<file path="src/rtl/rv32i_pkg.sv">
// Shared RV32I front-end constants and the IF/ID pipeline bundle.
// Imported by the fetch stage and its next-PC selector.
package rv32i_pkg;

    localparam int unsigned XLEN    = 32;
    localparam int unsigned INSTR_W = 32;

    localparam logic [XLEN-1:0]    RESET_PC_DEFAULT = 32'h0000_0000;
    localparam logic [XLEN-1:0]    TRAP_VEC_DEFAULT = 32'h0000_0100;
    localparam logic [INSTR_W-1:0] NOP_INSTR        = 32'h0000_0013;

    // BUBBLE: IF/ID holds the NOP filler; VALID: IF/ID holds a fetched instruction.
    typedef enum logic {
        FETCH_BUBBLE = 1'b0,
        FETCH_VALID  = 1'b1
    } fetch_state_e;

    typedef struct packed {
        logic               valid;
        logic [XLEN-1:0]    pc;
        logic [XLEN-1:0]    pc4;
        logic [INSTR_W-1:0] instr;
    } if_id_t;

    function automatic logic is_misaligned(input logic [1:0] addr_lsbs);
        return addr_lsbs != 2'b00;
    endfunction

endpackage

</file>
<file path="src/rtl/pc_next_mux.sv">
// Next-PC selection for the fetch stage: redirect beats stall beats advance,
// and a redirect to a non-word-aligned target is diverted to the trap vector.
module pc_next_mux
    import rv32i_pkg::*;
#(
    parameter logic [XLEN-1:0] TRAP_VEC = TRAP_VEC_DEFAULT
) (
    input  logic [XLEN-1:0] pc,
    input  logic            stall,
    input  logic            redirect_valid,
    input  logic [XLEN-1:0] redirect_target,
    output logic [XLEN-1:0] next_pc,
    output logic            misalign,
    output logic            flush,
    output logic            advance
);

    always_comb begin
        misalign = redirect_valid && is_misaligned(redirect_target[1:0]);
        flush    = redirect_valid;
        advance  = !redirect_valid && !stall;
        next_pc  = pc;
        if (misalign) begin
            next_pc = TRAP_VEC;
        end else if (redirect_valid) begin
            next_pc = redirect_target;
        end else if (!stall) begin
            next_pc = pc + 32'd4;
        end
    end

endmodule

</file>
<file path="src/rtl/pc_fetch_rv32i.sv">
// RV32I instruction-fetch stage: PC register driving a combinational ROM,
// IF/ID capture register, accepted-instruction counter and misalign trap pulse.
module pc_fetch_rv32i #(
    parameter logic [31:0] RESET_PC  = rv32i_pkg::RESET_PC_DEFAULT,
    parameter logic [31:0] TRAP_VEC  = rv32i_pkg::TRAP_VEC_DEFAULT,
    parameter logic [31:0] NOP_INSTR = rv32i_pkg::NOP_INSTR
) (
    input  logic        clock,
    input  logic        reset,
    input  logic        stall,
    input  logic        redirect_valid,
    input  logic [31:0] redirect_target,
    output logic [31:0] ADDR,
    input  logic [31:0] INSTR,
    output logic        if_id_valid,
    output logic [31:0] if_id_pc,
    output logic [31:0] if_id_pc4,
    output logic [31:0] if_id_instr,
    output logic        misalign_exc,
    output logic [31:0] fetch_count
);

    import rv32i_pkg::XLEN;
    import rv32i_pkg::if_id_t;
    import rv32i_pkg::fetch_state_e;
    import rv32i_pkg::FETCH_BUBBLE;
    import rv32i_pkg::FETCH_VALID;

    fetch_state_e    state_q, state_d;
    logic [XLEN-1:0] pc_q;
    logic [XLEN-1:0] id_pc_q;
    logic [XLEN-1:0] id_pc4_q;
    logic [31:0]     id_instr_q;
    logic            misalign_q;
    logic [31:0]     fetch_count_q;

    logic [XLEN-1:0] next_pc;
    logic            misalign;
    logic            flush;
    logic            advance;
    if_id_t          if_id;

    pc_next_mux #(
        .TRAP_VEC (TRAP_VEC)
    ) u_pc_next_mux (
        .pc              (pc_q),
        .stall           (stall),
        .redirect_valid  (redirect_valid),
        .redirect_target (redirect_target),
        .next_pc         (next_pc),
        .misalign        (misalign),
        .flush           (flush),
        .advance         (advance)
    );

    // if_id_valid is the FSM state itself, so BUBBLE/VALID can never disagree with it.
    always_comb begin
        state_d = state_q;
        if (flush) begin
            state_d = FETCH_BUBBLE;
        end else if (advance) begin
            state_d = FETCH_VALID;
        end
    end

    always_ff @(posedge clock) begin
        if (reset) begin
            state_q <= FETCH_BUBBLE;
        end else begin
            state_q <= state_d;
        end
    end

    always_ff @(posedge clock) begin
        if (reset) begin
            pc_q          <= RESET_PC;
            id_pc_q       <= RESET_PC;
            id_pc4_q      <= RESET_PC + 32'd4;
            id_instr_q    <= NOP_INSTR;
            misalign_q    <= 1'b0;
            fetch_count_q <= '0;
        end else begin
            pc_q       <= next_pc;
            misalign_q <= misalign;
            if (flush) begin
                // Flush replaces only the instruction; pc/pc4 keep their last values.
                id_instr_q <= NOP_INSTR;
            end else if (advance) begin
                id_pc_q       <= pc_q;
                id_pc4_q      <= pc_q + 32'd4;
                id_instr_q    <= INSTR;
                fetch_count_q <= fetch_count_q + 32'd1;
            end
        end
    end

    always_comb begin
        if_id.valid = (state_q == FETCH_VALID);
        if_id.pc    = id_pc_q;
        if_id.pc4   = id_pc4_q;
        if_id.instr = id_instr_q;
    end

    assign ADDR         = pc_q;
    assign if_id_valid  = if_id.valid;
    assign if_id_pc     = if_id.pc;
    assign if_id_pc4    = if_id.pc4;
    assign if_id_instr  = if_id.instr;
    assign misalign_exc = misalign_q;
    assign fetch_count  = fetch_count_q;

endmodule

</file>
<file path="config.mk">
export PLATFORM = sky130hd
export DESIGN_NAME = pc_fetch_rv32i
export DESIGN_NICKNAME = d
export VERILOG_FILES = /design/src/rtl/rv32i_pkg.sv /design/src/rtl/pc_next_mux.sv /design/src/rtl/pc_fetch_rv32i.sv
export SDC_FILE = /design/constraint.sdc
export NUM_CORES = 1
export LEC_CHECK = 0
export CAP_MARGIN = 10
export CORE_ASPECT_RATIO = 0.6
export CORE_MARGIN = 2
export CORE_UTILIZATION = 50
export CTS_CLUSTER_SIZE = 25
export DETAILED_ROUTE_END_ITERATION = 12
export DONT_BUFFER_PORTS = 1
export PLACE_DENSITY_LB_ADDON = 0.3
export SYNTH_ARGS = -nofsm -noshare
export SYNTH_HDL_FRONTEND = slang
export SYNTH_SLANG_ARGS = --single-unit
</file>
<file path="constraint.sdc">
create_clock -name clock -period 2.29 [get_ports clock]
set_input_delay 0.458 -clock clock [delete_from_list [all_inputs] [get_ports clock]]
set_output_delay 0.458 -clock clock [all_outputs]
set_load 0.02 [all_outputs]
</file>
==> impl_metrics.py <==
metrics = {
    "worst_setup_path": {
        "worst_path_most_repeated_cell": "nand4_1",
        "required_ps": 2630,
        "path_cells": "nand4_1 -> nor4_4 -> nand4_1 -> xor2_1 -> a211oi_2",
        "start_kind": "flop",
        "crit_arrival_ps": 2520,
        "critPathKind": "reg -> reg",
        "critPathSlowestCell": "nor4_4",
        "rr_worst_depth": 5,
        "cp_max_fo": 8,
        "max_stage_delay_ps": 640,
        "end_kind": "flop",
    },
    "floorplanning": {
        "io_pins": 230,
        "die_x_um": 156,
        "die_area_um2": 14900,
        "die_y_um": 95.4,
        "start_util_pct": 51.1,
        "fp-row-count": 33,
        "core_area_um2": 13600,
    },
    "cts": {
        "clock_latency_ps": 420,
        "clock_path_buffers": 2,
        "clk_transition_reported_paths_ps": 60,
        "cts_max_level": 4,
        "tritoncts.num_buffers": 17,
        "clock-sinks": 160,
        "post_cts_resized": 0,
        "cts-root-buf": "clkbuf_16",
        "hold_buffers": 0,
        "cts_setup_buffers": 0,
        "cts_tree": "built",
    },
    "sta": {
        "period_share_pct": 95.5,
        "setup_viol": 0,
        "rsz0062_at_grt": "no",
        "tightest_slew_ps": 594,
        "relSlewSlack_pct": 60.1,
        "hold_viol": 0,
        "finalCriticalPeriod_ps": 2190,
        "maxSlewViolCount": 0,
        "fin_tns_setup_ps": 0,
        "fin_skew_ps": 8.46,
        "max_freq_mhz": 457,
    },
    "global_routing": {
        "grt_pass1_vias": 5515,
        "grt_max_degree": 101,
        "grt_first_pass_wirelength_mm": 28.9,
        "grtUsageTotal_pct": 25.1,
        "grt_overflow": 0,
        "antenna_found_initial": 0,
    },
    "finish": {
        "drive_gt1_share_pct": 11.5,
        "final_cell_mix": "dfxtp_1, nor2_1, nand2_1",
        "final_common_cell": "dfxtp_1",
        "nNetsFinal": 886,
        "final_area_um2": 7910,
        "syn_to_final_growth_pct": 13.7,
        "antenna_cells_inserted": 0,
    },
    "power": {
        "vdd_drop_max_mv": 0.484,
        "power_density_nw_per_um2": 824,
        "p_total_mw": 6.52,
        "p_leak_nw": 3.02,
    },
    "job": {
        "cap_violations": 0,
    },
    "synth": {
        "synth_edf_count": 0,
        "yosys.area.top_type_share_pct": 46.0,
        "ys_seq_elements": 160,
        "synth.distinct_cells": 43,
        "yosys_warnings": 0,
        "synth_flop_cell": "dfxtp_1",
        "syn_area_per_cell_um2": 8.54,
        "yosysTopAreaCell": "dfxtp_1",
        "synth_area_leaders": "dfxtp_1, xor2_1, nor2_1, mux2i_1, nand2_1",
        "ys_seq_area_share_pct": 46.0,
        "syn-num-nets": 885,
        "synthesis.area_um2": 6960,
        "synthCells": 815,
        "synthArstFlopShare_pct": 0,
    },
    "routing": {
        "wl_per_cell_um": 18.7,
        "ant_nets": 0,
        "drcViolationCount": 0,
        "via_count": 5822,
        "viasPerCell": 5.80,
        "drt_iter0_drc": 491,
        "wl_mm": 18.8,
        "firstDrtPassIters": 5,
    },
    "placed_design": {
        "place_congestion": 0.881,
        "numPortBuffers": 0,
        "dpl.hpwl_mm": 13.5,
        "placed_cell_area_um2": 7270,
    },
    "run_status": {
        "status": "completed",
    },
    "min_path": {
        "min_path_type": "in -> reg",
        "whs_path_depth": 1,
    },
}
where the power goes:
group / internal [mW] / leakage [nW] / switching (mW)
Clock: 1.94 / 0.311 / 1.15
Combinational: 0.158 / 1.41 / 0.214
Sequential: 2.88 / 1.30 / 0.177
per-stage QoR:
| stage | std cells | setup WS (ps) | hold slack, ps | util, % |
|---|---|---|---|---|
| final | 1003 | 102 | 116 | 58.1 |
| after detailed placement | 972 | 154 | 529 | 53.4 |
| after global routing | 1003 | 37.8 | 88.6 | 58.1 |
| after global placement | 972 | 310 | 523 | 53.4 |
| after floorplan | 815 | 357 | 522 | - |
| after CTS | 1003 | 133 | 95.8 | 58.1 |
state kept, by name, summed over array words and instances, names as in the netlist, named ones only:
name / count
if_id_pc4: 30
fetch_count: 32
misalign_exc: 1
if_id_pc: 32
if_id_instr: 32
ADDR: 30
if_id_valid: 1
final cells by class:
cell class | instances | area, um^2
clock buffer | 18 | 429
clock inverter | 13 | 211
fill | 1212 | 5710
inverter | 16 | 60.1
multi-input combinational | 570 | 3390
sequential | 160 | 3200
tap | 175 | 219
timing repair buffer | 51 | 395
critical path, delay by kind of cell, from the launching register on:
kind             cells  cell delay [ps]
AND/OR/NAND/NOR      3             1160
AO/OA/AOI/OAI        1              230
XOR/XNOR             1              200
flip-flops           1              500
cells by family (layout without fill, tap and decap cells):
| group | count (synthesis) | after routing | share of synthesized area (%) |
|---|---|---|---|
| AND/OR/NAND/NOR | 333 | 333 | 23.0 |
| multiplexers | 39 | 39 | 5.61 |
| adder cells (fa/ha/maj) | 2 | 2 | 0.359 |
| flip-flops | 160 | 160 | 46.0 |
| XOR/XNOR | 70 | 70 | 8.81 |
| AO/OA/AOI/OAI | 126 | 126 | 10.8 |
| buffers and inverters | 85 | 98 | 5.32 |
synth_stat cells (3+ instances only):
| master | number |
|---|---|
| o21ai_0 | 15 |
| inv_1 | 16 |
| xnor2_1 | 22 |
| o22ai_1 | 5 |
| clkbuf_1 | 44 |
| nand2_1 | 101 |
| nand3_1 | 29 |
| xor2_1 | 48 |
| dfxtp_1 | 160 |
| or2_2 | 4 |
| nor2_1 | 108 |
| nor3_1 | 13 |
| a21oi_1 | 63 |
| and4_1 | 6 |
| nor2b_1 | 5 |
| o21a_1 | 11 |
| and2_1 | 4 |
| a311oi_1 | 3 |
| nor4_1 | 7 |
| buf_2 | 13 |
| or3_1 | 14 |
| nand4_1 | 20 |
| mux2i_1 | 39 |
| and3_1 | 7 |
| a211oi_1 | 25 |
| buf_1 | 3 |
| buf_4 | 7 |
layer usage:
metal / vias up / routed length [um] / share of wire (%) / track usage, %
li1: 2763 / - / - / -
met1: 2790 / 7630 / 41 / 30.2
met2: 232 / 8660 / 46 / 40.6
met3: 37 / 2080 / 11 / 10.5
met4: 0 / 382 / 2.0 / 8.87
met5: - / 0 / 0 / 0
path summary, 6_finish.rpt:
kind | slack, ps | start | end
min | 120 | reset | fetch_count[21]$_SDFFE_PP0P_
min reg2reg | 540 | ADDR[20]$_SDFFE_PP0P_ | if_id_pc[20]$_SDFFE_PP0P_
max | 100 | ADDR[9]$_SDFFE_PP0P_ | if_id_pc4[29]$_SDFFE_PP0P_
max reg2reg | 100 | ADDR[9]$_SDFFE_PP0P_ | if_id_pc4[29]$_SDFFE_PP0P_
(Power assumes the default switching activity.)
